<file path="src/rtl/fetch_pkg.sv">
// Shared definitions for the instruction fetch stage.
//   fetch_state_t : fetch FSM states
//   DATA_WIDTH    : default datapath width
//   RESET_PC      : default PC loaded on reset
//   INSTR_BYTES   : size of one instruction word in bytes (sequential PC step)
//   WAIT_LIMIT    : default number of WAIT cycles before a fetch times out
package fetch_pkg;

    localparam int          DATA_WIDTH  = 32;
    localparam logic [31:0] RESET_PC    = 32'hBFC0_0000;
    localparam int          INSTR_BYTES = 4;
    localparam int          WAIT_LIMIT  = 16;

    typedef enum logic [2:0] {
        IDLE,
        FETCH,
        WAIT,
        HOLD,
        ERR
    } fetch_state_t;

endpackage

</file>
<file path="src/rtl/fetch_unit_pc_next.sv">
// Next-PC computation for the fetch stage (purely combinational).
//   pc         in  : address of the held instruction
//   ImmOp      in  : sign-extended branch offset
//   PCsrc      in  : 1 = branch taken, use pc + ImmOp
//   next       out : candidate next PC (wraps modulo 2^DATA_WIDTH)
//   misaligned out : next is not on an instruction-word boundary
module pc_next
    import fetch_pkg::*;
#(
    parameter int DATA_WIDTH = fetch_pkg::DATA_WIDTH
) (
    input  logic [DATA_WIDTH-1:0] pc,
    input  logic [DATA_WIDTH-1:0] ImmOp,
    input  logic                  PCsrc,
    output logic [DATA_WIDTH-1:0] next,
    output logic                  misaligned
);

    assign next       = PCsrc ? (pc + ImmOp) : (pc + DATA_WIDTH'(INSTR_BYTES));
    assign misaligned = (next[1:0] != 2'b00);

endmodule

</file>
<file path="src/rtl/fetch_unit.sv">
// Instruction fetch stage: owns the PC, issues one request per instruction to
// instruction memory, holds the returned word until downstream accepts it,
// then steps the PC sequentially or by the branch offset.
//   clk, rst              : clock (rising edge), asynchronous active-high reset
//   imem_req / imem_addr  : level request and address, held until imem_valid
//   imem_rdata/imem_valid : returned word and its strobe (used only in WAIT)
//   stall                 : downstream not ready, keep the held instruction
//   PCsrc / ImmOp         : branch decision and offset for the held instruction
//   instr / instr_valid   : held instruction word for the decoder
//   pc                    : address of held instruction / current fetch
//   fetch_err             : sticky timeout or misaligned-target error
module fetch_unit
    import fetch_pkg::*;
#(
    parameter int                    DATA_WIDTH = fetch_pkg::DATA_WIDTH,
    parameter logic [DATA_WIDTH-1:0] RESET_PC   = fetch_pkg::RESET_PC,
    parameter int                    WAIT_LIMIT = fetch_pkg::WAIT_LIMIT
) (
    input  logic                  clk,
    input  logic                  rst,
    output logic                  imem_req,
    output logic [DATA_WIDTH-1:0] imem_addr,
    input  logic [DATA_WIDTH-1:0] imem_rdata,
    input  logic                  imem_valid,
    input  logic                  stall,
    input  logic                  PCsrc,
    input  logic [DATA_WIDTH-1:0] ImmOp,
    output logic [DATA_WIDTH-1:0] instr,
    output logic                  instr_valid,
    output logic [DATA_WIDTH-1:0] pc,
    output logic                  fetch_err
);

    localparam int CNT_W = $clog2(WAIT_LIMIT + 1);

    fetch_state_t          state, state_nx;
    logic [CNT_W-1:0]      wait_cnt;
    logic [DATA_WIDTH-1:0] next_pc;
    logic                  next_misaligned;
    logic                  wait_expired;

    pc_next #(.DATA_WIDTH(DATA_WIDTH)) u_pc_next (
        .pc         (pc),
        .ImmOp      (ImmOp),
        .PCsrc      (PCsrc),
        .next       (next_pc),
        .misaligned (next_misaligned)
    );

    // Last permitted WAIT cycle: the counter holds the number of WAIT cycles
    // already spent without a response.
    assign wait_expired = (wait_cnt == CNT_W'(WAIT_LIMIT - 1));

    // NOTE: sequential state uses non-blocking assignments so every register
    // updates from the same pre-edge values, independent of statement order.
    always_ff @(posedge clk or posedge rst) begin
        if (rst) state <= IDLE;
        else     state <= state_nx;
    end

    // NOTE: state_nx gets a default before the case so no path leaves it
    // unassigned, which would otherwise infer a latch.
    always_comb begin
        state_nx = state;
        unique case (state)
            IDLE:  state_nx = FETCH;
            FETCH: state_nx = WAIT;
            WAIT: begin
                // A response in the final cycle still wins over the timeout.
                if (imem_valid)        state_nx = HOLD;
                else if (wait_expired) state_nx = ERR;
            end
            HOLD: begin
                if (!stall) state_nx = next_misaligned ? ERR : FETCH;
            end
            ERR:     state_nx = ERR;
            default: state_nx = IDLE;
        endcase
    end

    always_ff @(posedge clk or posedge rst) begin
        if (rst) begin
            pc        <= RESET_PC;
            instr     <= '0;
            fetch_err <= 1'b0;
            wait_cnt  <= '0;
        end else begin
            unique case (state)
                FETCH: wait_cnt <= '0;
                WAIT: begin
                    if (imem_valid)        instr     <= imem_rdata;
                    else if (wait_expired) fetch_err <= 1'b1;
                    else                   wait_cnt  <= wait_cnt + 1'b1;
                end
                HOLD: begin
                    if (!stall) begin
                        if (next_misaligned) fetch_err <= 1'b1;
                        else                 pc        <= next_pc;
                    end
                end
                default: ;
            endcase
        end
    end

    // Request and valid are decoded from the state register, so an
    // asynchronous reset drops imem_req in the same cycle it is asserted.
    assign imem_req    = (state == FETCH) || (state == WAIT);
    assign imem_addr   = pc;
    assign instr_valid = (state == HOLD);

endmodule
</file>
<file path="config.mk">
export PLATFORM = sky130hd
export DESIGN_NAME = fetch_unit
export DESIGN_NICKNAME = d
export VERILOG_FILES = /design/src/rtl/fetch_pkg.sv /design/src/rtl/fetch_unit_pc_next.sv /design/src/rtl/fetch_unit.sv
export SDC_FILE = /design/constraint.sdc
export NUM_CORES = 1
export LEC_CHECK = 0
export ABC_AREA = 0
export CORE_MARGIN = 2
export CORE_UTILIZATION = 48
export DETAILED_ROUTE_END_ITERATION = 8
export PLACE_DENSITY = 0.82
export SYNTH_ARGS = -nofsm -noshare
export SYNTH_HDL_FRONTEND = slang
export SYNTH_SLANG_ARGS = --single-unit
</file>
<file path="constraint.sdc">
create_clock -name clk -period 3.2 [get_ports clk]
set_input_delay 0.64 -clock clk [delete_from_list [all_inputs] [get_ports clk]]
set_output_delay 0.64 -clock clk [all_outputs]
set_load 0.02 [all_outputs]
</file>
* Word-level counts from Yosys, hierarchy flattened *
Cells that the tools add are included.

word-level totals
  flip-flop bits (word level) = 73
  input bits = 69
  output and inout port bits = 99

cells by class
  add/sub/neg operators = 3
  equality and inequality tests = 11
  multiplexer cells = 14
  bitwise gates (word level) = 2
  reductions and logical operators = 10

operators with widths
  kind                   number
  $add 32x3->32 const B  1
  $add 32x32->32         1
  $mux 32                1
  $pmux 3 s5             1
  $mux 3                 4
  $mux 5                 2
  $pmux 5 s2             1
  $ne 2x2->1 const B     4
  $eq 3x2->1 const B     2
  $reduce_and 3->1       2
  $reduce_bool 2->1      3
  $add 5x1->5 const B    1
  $eq 5x4->1 const B     1
  $reduce_and 5->1       1
  $mux 1                 4
  $reduce_and 2->1       2
  $eq 3x1->1 const B     1
  $eq 3x3->1 const B     1
  $logic_not 3->1        1
  $ne 3x3->1 const B     1
  $ne 2x1->1 const B     1
  $not 1->1              2
  $pmux 1 s2             1
  $logic_or 1x1->1       1

* Logic depth before layout (Yosys ltp) *
Gate-level depths: netlist of run 1.

  depth after elaboration = 6
  gate-level depth with buffers = 10

* Hierarchy *
From an unflattened synthesis of run 1, not the netlist that was laid out.

unflattened totals
  cells, all modules = 598
  area total of the unflattened synthesis = 5763.0 um^2

by module, submodules not included
  module      times used  cells an instance  area an instance (um^2)
  fetch_unit  1           225                3295.7
  pc_next     1           373                2467.4

* Worst setup path after synthesis of run 1 *
No wires, ideal clock.

  path kind = input-to-reg
  start point = in ImmOp[0]
  end point = reg pc[28], in the netlist imem_addr[28]
  library setup time = 0.064 ns
  arrival time = 2.959 ns
  required time = 3.136 ns
  setup slack = 0.177 ns
  stages on the path = 9
  path buffers = 0
  cell sequence = ha_1 > fa_1 > nor3b_1 > o2111ai_1 > nor2_2 > a311o_1 > o21ai_1 > or4_1 > nand3_1

between the ends
  cells in the longest elaborated chain, start to end = 5

ends and longest elaborated chain
  element                            RTL line                  RTL
  start: declaration                 fetch_unit.sv:27          input logic [DATA_WIDTH-1:0] ImmOp,
  $add 32x32->32 (*)                 fetch_unit_pc_next.sv:19  assign next = PCsrc ? (pc + ImmOp) : (pc + DATA_WIDTH'(INSTR_BYTES));
  $mux 32 (*)                        fetch_unit_pc_next.sv:19
  $reduce_bool 2->1                  fetch_unit_pc_next.sv:20  assign misaligned = (next[1:0] != 2'b00);
  $not 1->1 (no source line)         --
  $reduce_and 3->1 (no source line)  --
  end signal: assignment             fetch_unit.sv:98          else pc <= next_pc;
  end: declaration                   fetch_unit.sv:30          output logic [DATA_WIDTH-1:0] pc,

Every way passes the cells marked *; elsewhere a longest branch is shown, timed or not.
A chain may end at the register's enable or synchronous reset.

* Worst setup path in the final report of run 1 *
  start point = in ImmOp[0]
  end point = reg pc[30], in the netlist imem_addr[30]

Same word-level chain as after synthesis.

==> results by group, run 1 <==
Route
  – Pre-Repair DR Iteration Count: 5
  – Drt initial violations: roughly 500
  – Post-DRT Antenna Nets: 0
  – Via count: 5711
  – DR WL/cell: roughly 18 µm
  – Routed WL: around 17 mm
  – Residual DRC: 0
  – Via/cell ratio: between 5 and 6

Timing
  – Relative slew slack: between 50% and 60%
  – Final setup skew: ~0.013 ns
  – Worst setup margin: about 0.067 ns
  – Min Clock Period, post-route: around 3.1 ns
  – RSZ-0062 raised after global routing: true
  – Endpoints failing hold: 0
  – Final setup fails: 0
  – Tcrit/Tclk final: roughly 100%
  – Hold_ws: ~0.5 ns
  – Worst slew pin tran: approximately 0.72 ns
  – Final Max Tran Viols: 0
  – Fmax: 0.319 GHz

GRT
  – Largest net degree at the start of global routing: between 40 and 50
  – Initial antenna violation count: 0
  – Total track usage: approximately a quarter
  – Global route overflow: 0
  – Wire length of the first global-routing pass: between 20 and 30 mm
  – Vias in the first global route: between 5000 and 6000

Place
  – Post-Place Worst Slack: -0.280 ns
  – I/O Buffers: roughly 170
  – DPL Wire Length: about 13 mm
  – Gpl congestion: 0.878
  – Post-placement cell count: ~940

Synthesis
  – Post-synth net total: ~730
  – Syn avg cell area: approximately 8.9 µm²
  – XOR/XNOR share of the synthesized area: 2.96%
  – Post-synthesis instance area: 0.00563 mm²
  – Main combinational cell family by area after synthesis: compound AO/OA/AOI/OAI gates
  – Compound-cell area share of the yosys netlist: between 20 and 25%
  – Area share of fa/ha/maj cells after synthesis: 7.91%
  – Main synth FF type: dfrtp_1
  – YS warnings: 0
  – Cells after synthesis: between 600 and 700
  – Mux cell area share after synthesis: roughly 7.3%
  – Yosys reg bits: 73
  – Sequential share of the synthesized area: between 30% and 40%
  – Async SR Flop Fraction: 100%
  – Simple-Gate Fraction of Synth Area: a little under a fifth
  – Post-synth EDFFs: 0
  – Synth cell types: 78

Cells and area
  – Fillers: between 800 and 900
  – Register area: between 0.0015 and 0.002 mm²
  – Share of layout cells above drive strength 1: a little under a fifth
  – Area delta synth->final: 40.3%
  – Commonest non-fill, non-tap cell in the layout: clkdlybuf4s50_1
  – Layout Nets: 915
  – Most frequent cells in the layout: clkdlybuf4s50_1 (167), a21oi_1 (64), dfrtp_1 (64), buf_4 (59), nand2_1 (52)
  – Area of the multi-input gates: ~0.0034 mm²
  – Final core utilization: approximately 69%
  – Final Non-Filler Cells: approximately 960
  – Antenna cell count: 0

CTS
  – CTS tree: done
  – Total clock sinks: 73
  – Total CTS buffers: 9
  – Clk slew on worst S/H paths: ~0.07 ns
  – Clock Latency Late Sink: 0.34 ns
  – Cts-stage hold buffer count: 0
  – CTS Root Cell: clkbuf_16
  – Clk buf depth: 2
  – H-Tree Depth: 3

Hold path
  – Hold crit path type: flip-flop to flip-flop

Floorplanning
  – Core area: about 0.011 mm²
  – Die W: between 100 and 150 µm
  – Row Count: 39
  – Die H: approximately 110 µm
  – I/O pin cnt: between 150 and 200
  – Overall die area: 0.0126 mm²
  – Initial cell density of the core: around half

Power and ir drop
  – Power Dens Cells: between 1000 and 1500 mW/mm²
  – Leakage power: 3.40 nW
  – Max IR drop VDD: approximately 0.7 mV

Critical path
  – Max FO, Critical Path: 5
  – Worst setup EP type: flip-flop
  – Worst Path Arrival: about 3.4 ns
  – WS Path Type: primary input to flip-flop
  – Critical Path RT: around 3.4 ns
  – Crit path launch type: primary input

Status
  – Outcome: finished, final reports clean

Run
  – Max cap viols: 0
-- through the flow --
stage               power (W)  area [µm²]  setup TNS, ns
global route          0.00870        7890        -0.0335
global placement      0.00696        7570          -2.29
floorplan             0.00509        5630              0
detailed placement    0.00713        7570          -3.33
CTS                   0.00815        7850              0
finish                0.00820        7890              0
-- metal layers --
layer | GRT usage, % | up-vias | part of all wire (%) | routed length (µm)
met1 | 33.7 | 2678 | 40 | 6900
met3 | 4.27 | 38 | 8.2 | 1410
li1 | - | 2670 | - | -
met4 | 7.48 | 0 | 2.0 | 334
met5 | 0 | - | 0 | 0
met2 | 45.8 | 325 | 49 | 8460
-- logic make-up (layout without fill, tap and decap cells) --
kind of cell / after synthesis / after routing
and+or+nand+nor: 201 / 201
adders and majority gates: 35 / 35
buffers and inverters: 70 / 256
xor gates and xnor gates: 19 / 19
muxes: 37 / 37
AOI/OAI and AO/OA: 195 / 195
DFF: 73 / 73
-- cell type report --
type | count | area share (%)
clock buffer | 9 | 2.85
clock inverter | 7 | 0.777
inverter | 12 | 0.571
multi-input combinational | 487 | 43.1
sequential | 73 | 23.3
tap | 143 | 2.27
timing repair buffer | 228 | 27.2
-- cells in the mapped netlist, types with 11 or more instances --
library cell | n | area [µm²]
a21o_1 | 24 | 180
a21oi_1 | 65 | 325
and3_1 | 13 | 81.3
buf_4 | 32 | 240
clkbuf_1 | 17 | 63.8
dfrtp_1 | 64 | 1600
ha_1 | 34 | 425
inv_1 | 12 | 45.0
mux2_2 | 33 | 372
nand2_1 | 52 | 195
nand3_1 | 26 | 130
nor2_1 | 37 | 139
nor3_1 | 18 | 90.1
o21ai_0 | 42 | 210
xnor2_1 | 11 | 96.3
-- state kept, by name, summed over array words and instances, names as in the netlist --
name,flops
state,3
instr,32
fetch_err,1
wait_cnt,5
imem_addr,32
-- critical path, stage by stage --
cell and delay [ns]:
clkdlybuf4s50_1 0.48, ha_2 0.20, fa_1 0.21, a21oi_2 0.07, nand4b_1 0.20, a21oi_1 0.30, o21ai_0 0.14, o311a_1 0.19
a31oi_1 0.51, o2111ai_1 0.23, a21o_1 0.19
-- path summary, 6_finish.rpt --
path / from / end / slack [ns] / cells after the start
worst min-delay path: instr[16] / instr[16] / 0.50 / 1
worst max-delay path: ImmOp[0] / imem_addr[30] / 0.07 / 11
min in group asynchronous: rst / instr[23] / 0.75 / 2
worst max register to register: imem_addr[14] / imem_addr[30] / 0.38 / 9
max in group asynchronous: rst / imem_addr[27] / 1.70 / 3
worst min register to register: instr[16] / instr[16] / 0.50 / 1
-- timing repair --
item / 4_1_cts / 5_1_grt
buffers inserted: 0 / 1
resized for setup: 0 / 10
endpoints found under the setup margin: 0 / 10
-- power breakdown --
part | internal (W) | switching [W] | leakage, nW | total, W
sequential | 0.00139 | 0.000512 | 0.862 | 0.00190
clock | 0.000539 | 0.000446 | 0.128 | 0.000985
combinational | 0.00258 | 0.00273 | 2.41 | 0.00531
total | 0.00451 | 0.00369 | 3.40 | 0.00820
No activity file was read; power rests on OpenSTA's default activity.
==> inputs of run 2 (changes only) <==
--- a/config.mk
+++ b/config.mk
@@ -6,6 +6,7 @@
 export NUM_CORES = 1
 export LEC_CHECK = 0
 export ABC_AREA = 0
+export CORE_ASPECT_RATIO = 1.1
 export CORE_MARGIN = 2
 export CORE_UTILIZATION = 48
 export DETAILED_ROUTE_END_ITERATION = 8
==> run 2 against run 1 <==
Net effect:
- first-iteration DRC count is 43% lower
- final cell count up 0.10%
- combinational power is 3% lower
==> results by group, run 2 (same netlist as run 1, synthesis figures left out) <==
Critical path
  – RR Startpoint: imem_addr[4]
  – Max FO, Critical Path: 4 (-1)
  – Critical Path RT: 3.48 ns (+0.06 ns)
  – Worst Path Arrival: 3.37 ns (+0.02 ns)
  – FF-to-FF path depth: 9 (unchanged)
  – Worst setup EP type: flip-flop
  – R2R setup slack: 0.40 ns (+0.02 ns)
  – WS Path Type: primary input to flip-flop
  – Crit path launch type: primary input
  – Reg2reg end: imem_addr[25]

GRT
  – Initial antenna violation count: 0 (unchanged)
  – Met2 usage: 44.7% (-1.1 points)
  – Grt met3 use: 5.37% (+1.1 points)
  – Global route overflow: 0 (unchanged)
  – Largest net degree at the start of global routing: 74 (+51%)
  – Vias in the first global route: 5721 (+2.7%)
  – Met1 usage: 32.1% (-1.6 points)
  – Layer with the highest usage: met2
  – Total track usage: 26.4% (+0.12 points)
  – Wire length of the first global-routing pass: 27.2 mm (-0.56%)

Cells and area
  – Final core utilization: 68.5% (-0.66 points)
  – Layout Nets: 909 (-0.66%)
  – Fillers: 853 (-1.6%)
  – Commonest non-fill, non-tap cell in the layout: clkdlybuf4s50_1
  – Share of layout cells above drive strength 1: 17.5% (-1.1 points)
  – Most frequent cells in the layout: clkdlybuf4s50_1 (167), a21oi_1 (64), dfrtp_1 (64), buf_4 (54), nand2_1 (51)
  – Antenna cell count: 0 (unchanged)
  – Area delta synth->final: 39.2%

Timing
  – Tcrit/Tclk final: 96.7% (-1.2 points)
  – Final setup fails: 0 (unchanged)
  – Fmax: 0.323 GHz (+1.2%)
  – Endpoints failing hold: 0 (unchanged)
  – Final setup skew: 0.00623 ns (-0.00681 ns)
  – Final Max Tran Viols: 0 (unchanged)
  – Relative slew slack: 67.3% (+16 points)
  – Worst slew pin tran: 0.491 ns (-0.234 ns)
  – Hold_ws: 0.477 ns (-0.0280 ns)
  – Min Clock Period, post-route: 3.09 ns (-0.0386 ns)

Power and ir drop
  – Leakage power: 3.37 nW (-0.90%)
  – Max IR drop VDD: 0.521 mV (-25%)
  – Power Dens Cells: 1020 mW/mm² (-1.4%)

Route
  – Pre-Repair DR Iteration Count: 5 (unchanged)
  – Routed WL: 16.4 mm (-3.8%)
  – Via/cell ratio: 5.90 (-0.89%)
  – Via count: 5666 (-0.79%)
  – DR WL/cell: 17.1 µm (-3.9%)
  – Residual DRC: 0 (unchanged)
  – Drt initial violations: 286 (-43%)
  – Post-DRT Antenna Nets: 0 (unchanged)

Run
  – Max cap viols: 0 (unchanged)

CTS
  – Clk buf depth: 2 (unchanged)
  – Clock Latency Late Sink: 0.34 ns (about the same)
  – CTS tree: done
  – Post-CTS Setup Bufs: 0 (unchanged)
  – Total clock sinks: 73 (unchanged)
  – Clk slew on worst S/H paths: 0.06 ns (about the same)
  – CTS Root Cell: clkbuf_16
  – Total CTS buffers: 9 (unchanged)
  – H-Tree Depth: 3 (unchanged)

Floorplanning
  – Die H: 118 µm (+4.7%)
  – Overall die area: 0.0126 mm² (about the same)
  – Core area: 0.0114 mm² (+0.19%)
  – Initial cell density of the core: 49.2% (-0.092 points)
  – I/O pin cnt: 168 (unchanged)
  – Die W: 107 µm (-4.5%)
  – Row Count: 41 (+5.1%)

Status
  – Outcome: finished, final reports clean

Hold path
  – Hold Crit Depth: 1 (unchanged)
  – Hold crit path type: flip-flop to flip-flop
  – Worst Hold Launch: fetch_err
  – Hold path endpoint: fetch_err

Place
  – Gpl congestion: 0.949 (+8.1%)
  – I/O Buffers: 167 (unchanged)
  – DPL Wire Length: 12.4 mm (-1.7%)
run 2: cell types whose count changed in the layout (fill, tap and decap cells not counted), sizes merged:
cell	delta
buf	-6
clkinv	+1
clkinvlp	-2
inv	+1
run 2: how the worst max path moves through the flow:
stage,start,endpoint,cells after the start
floorplan,ImmOp[0],imem_addr[28],9
global placement,ImmOp[0],imem_addr[18],11
detailed placement,ImmOp[0],imem_addr[18],11
CTS,ImmOp[0],imem_addr[18],11
global route,ImmOp[0],imem_addr[28],11
finish,ImmOp[0],imem_addr[28],11
run 2: timing repair:
| item | in CTS | in global routing |
|---|---|---|
| hold buffers | 0 | 0 |
| resized for setup | 0 | 5 |
| setup endpoints to repair | 0 | 5 |
run 2: where the power goes:
part	switching, W	internal (W)
clock	0.000428	0.000537
sequential	0.000498	0.00139
combinational	0.00265	0.00251
total	0.00358	0.00444
run 2: area by class of cell:
class	instances	area, µm²	share of cell area [%]
clock inverters	7	58.8	0.751
inverters	12	45.0	0.575
multi-input cells	487	3380	43.2
flip-flops and latches	73	1840	23.5
well taps	150	188	2.40
clock buffers	9	225	2.88
repair buffers	222	2100	26.8
run 2: worst max-delay path: stages:
cell	delay [ns]
clkdlybuf4s50_1	0.48
ha_2	0.20
fa_1	0.41
nor3b_1	0.20
buf_4	0.14
nor2_1	0.05
nor3_2	0.30
a311o_1	0.22
o21ai_1	0.08
or4_1	0.54
nand3_1	0.11
run 2: metal layers:
| layer | vias to the layer above | share of wire [%] |
|---|---|---|
| met4 | 0 | 3.1 |
| met2 | 271 | 50 |
| met1 | 2692 | 40 |
| met5 | - | 0 |
| li1 | 2652 | - |
| met3 | 51 | 6.6 |
run 2: metrics by stage:
step,cells,setup TNS (ns),total power (W),setup slack [ns],area (µm²)
after floorplan,630,0,0.00509,0.177,5630
after global placement,944,-1.25,0.00686,-0.165,7540
after detailed placement,944,-2.24,0.00700,-0.227,7540
after CTS,960,0,0.00801,0.0919,7820
after global routing,960,-0.00368,0.00853,-0.00368,7830
final,960,0,0.00802,0.106,7830
==> inputs of run 3 (changes only) <==
--- a/config.mk
+++ b/config.mk
@@ -10,6 +10,7 @@
 export CORE_MARGIN = 2
 export CORE_UTILIZATION = 48
 export DETAILED_ROUTE_END_ITERATION = 8
+export HOLD_SLACK_MARGIN = 0.06
 export PLACE_DENSITY = 0.82
 export SYNTH_ARGS = -nofsm -noshare
 export SYNTH_HDL_FRONTEND = slang
==> results of run 3 <==
The final DEF is identical to that of run 2; final timing and power are the same.
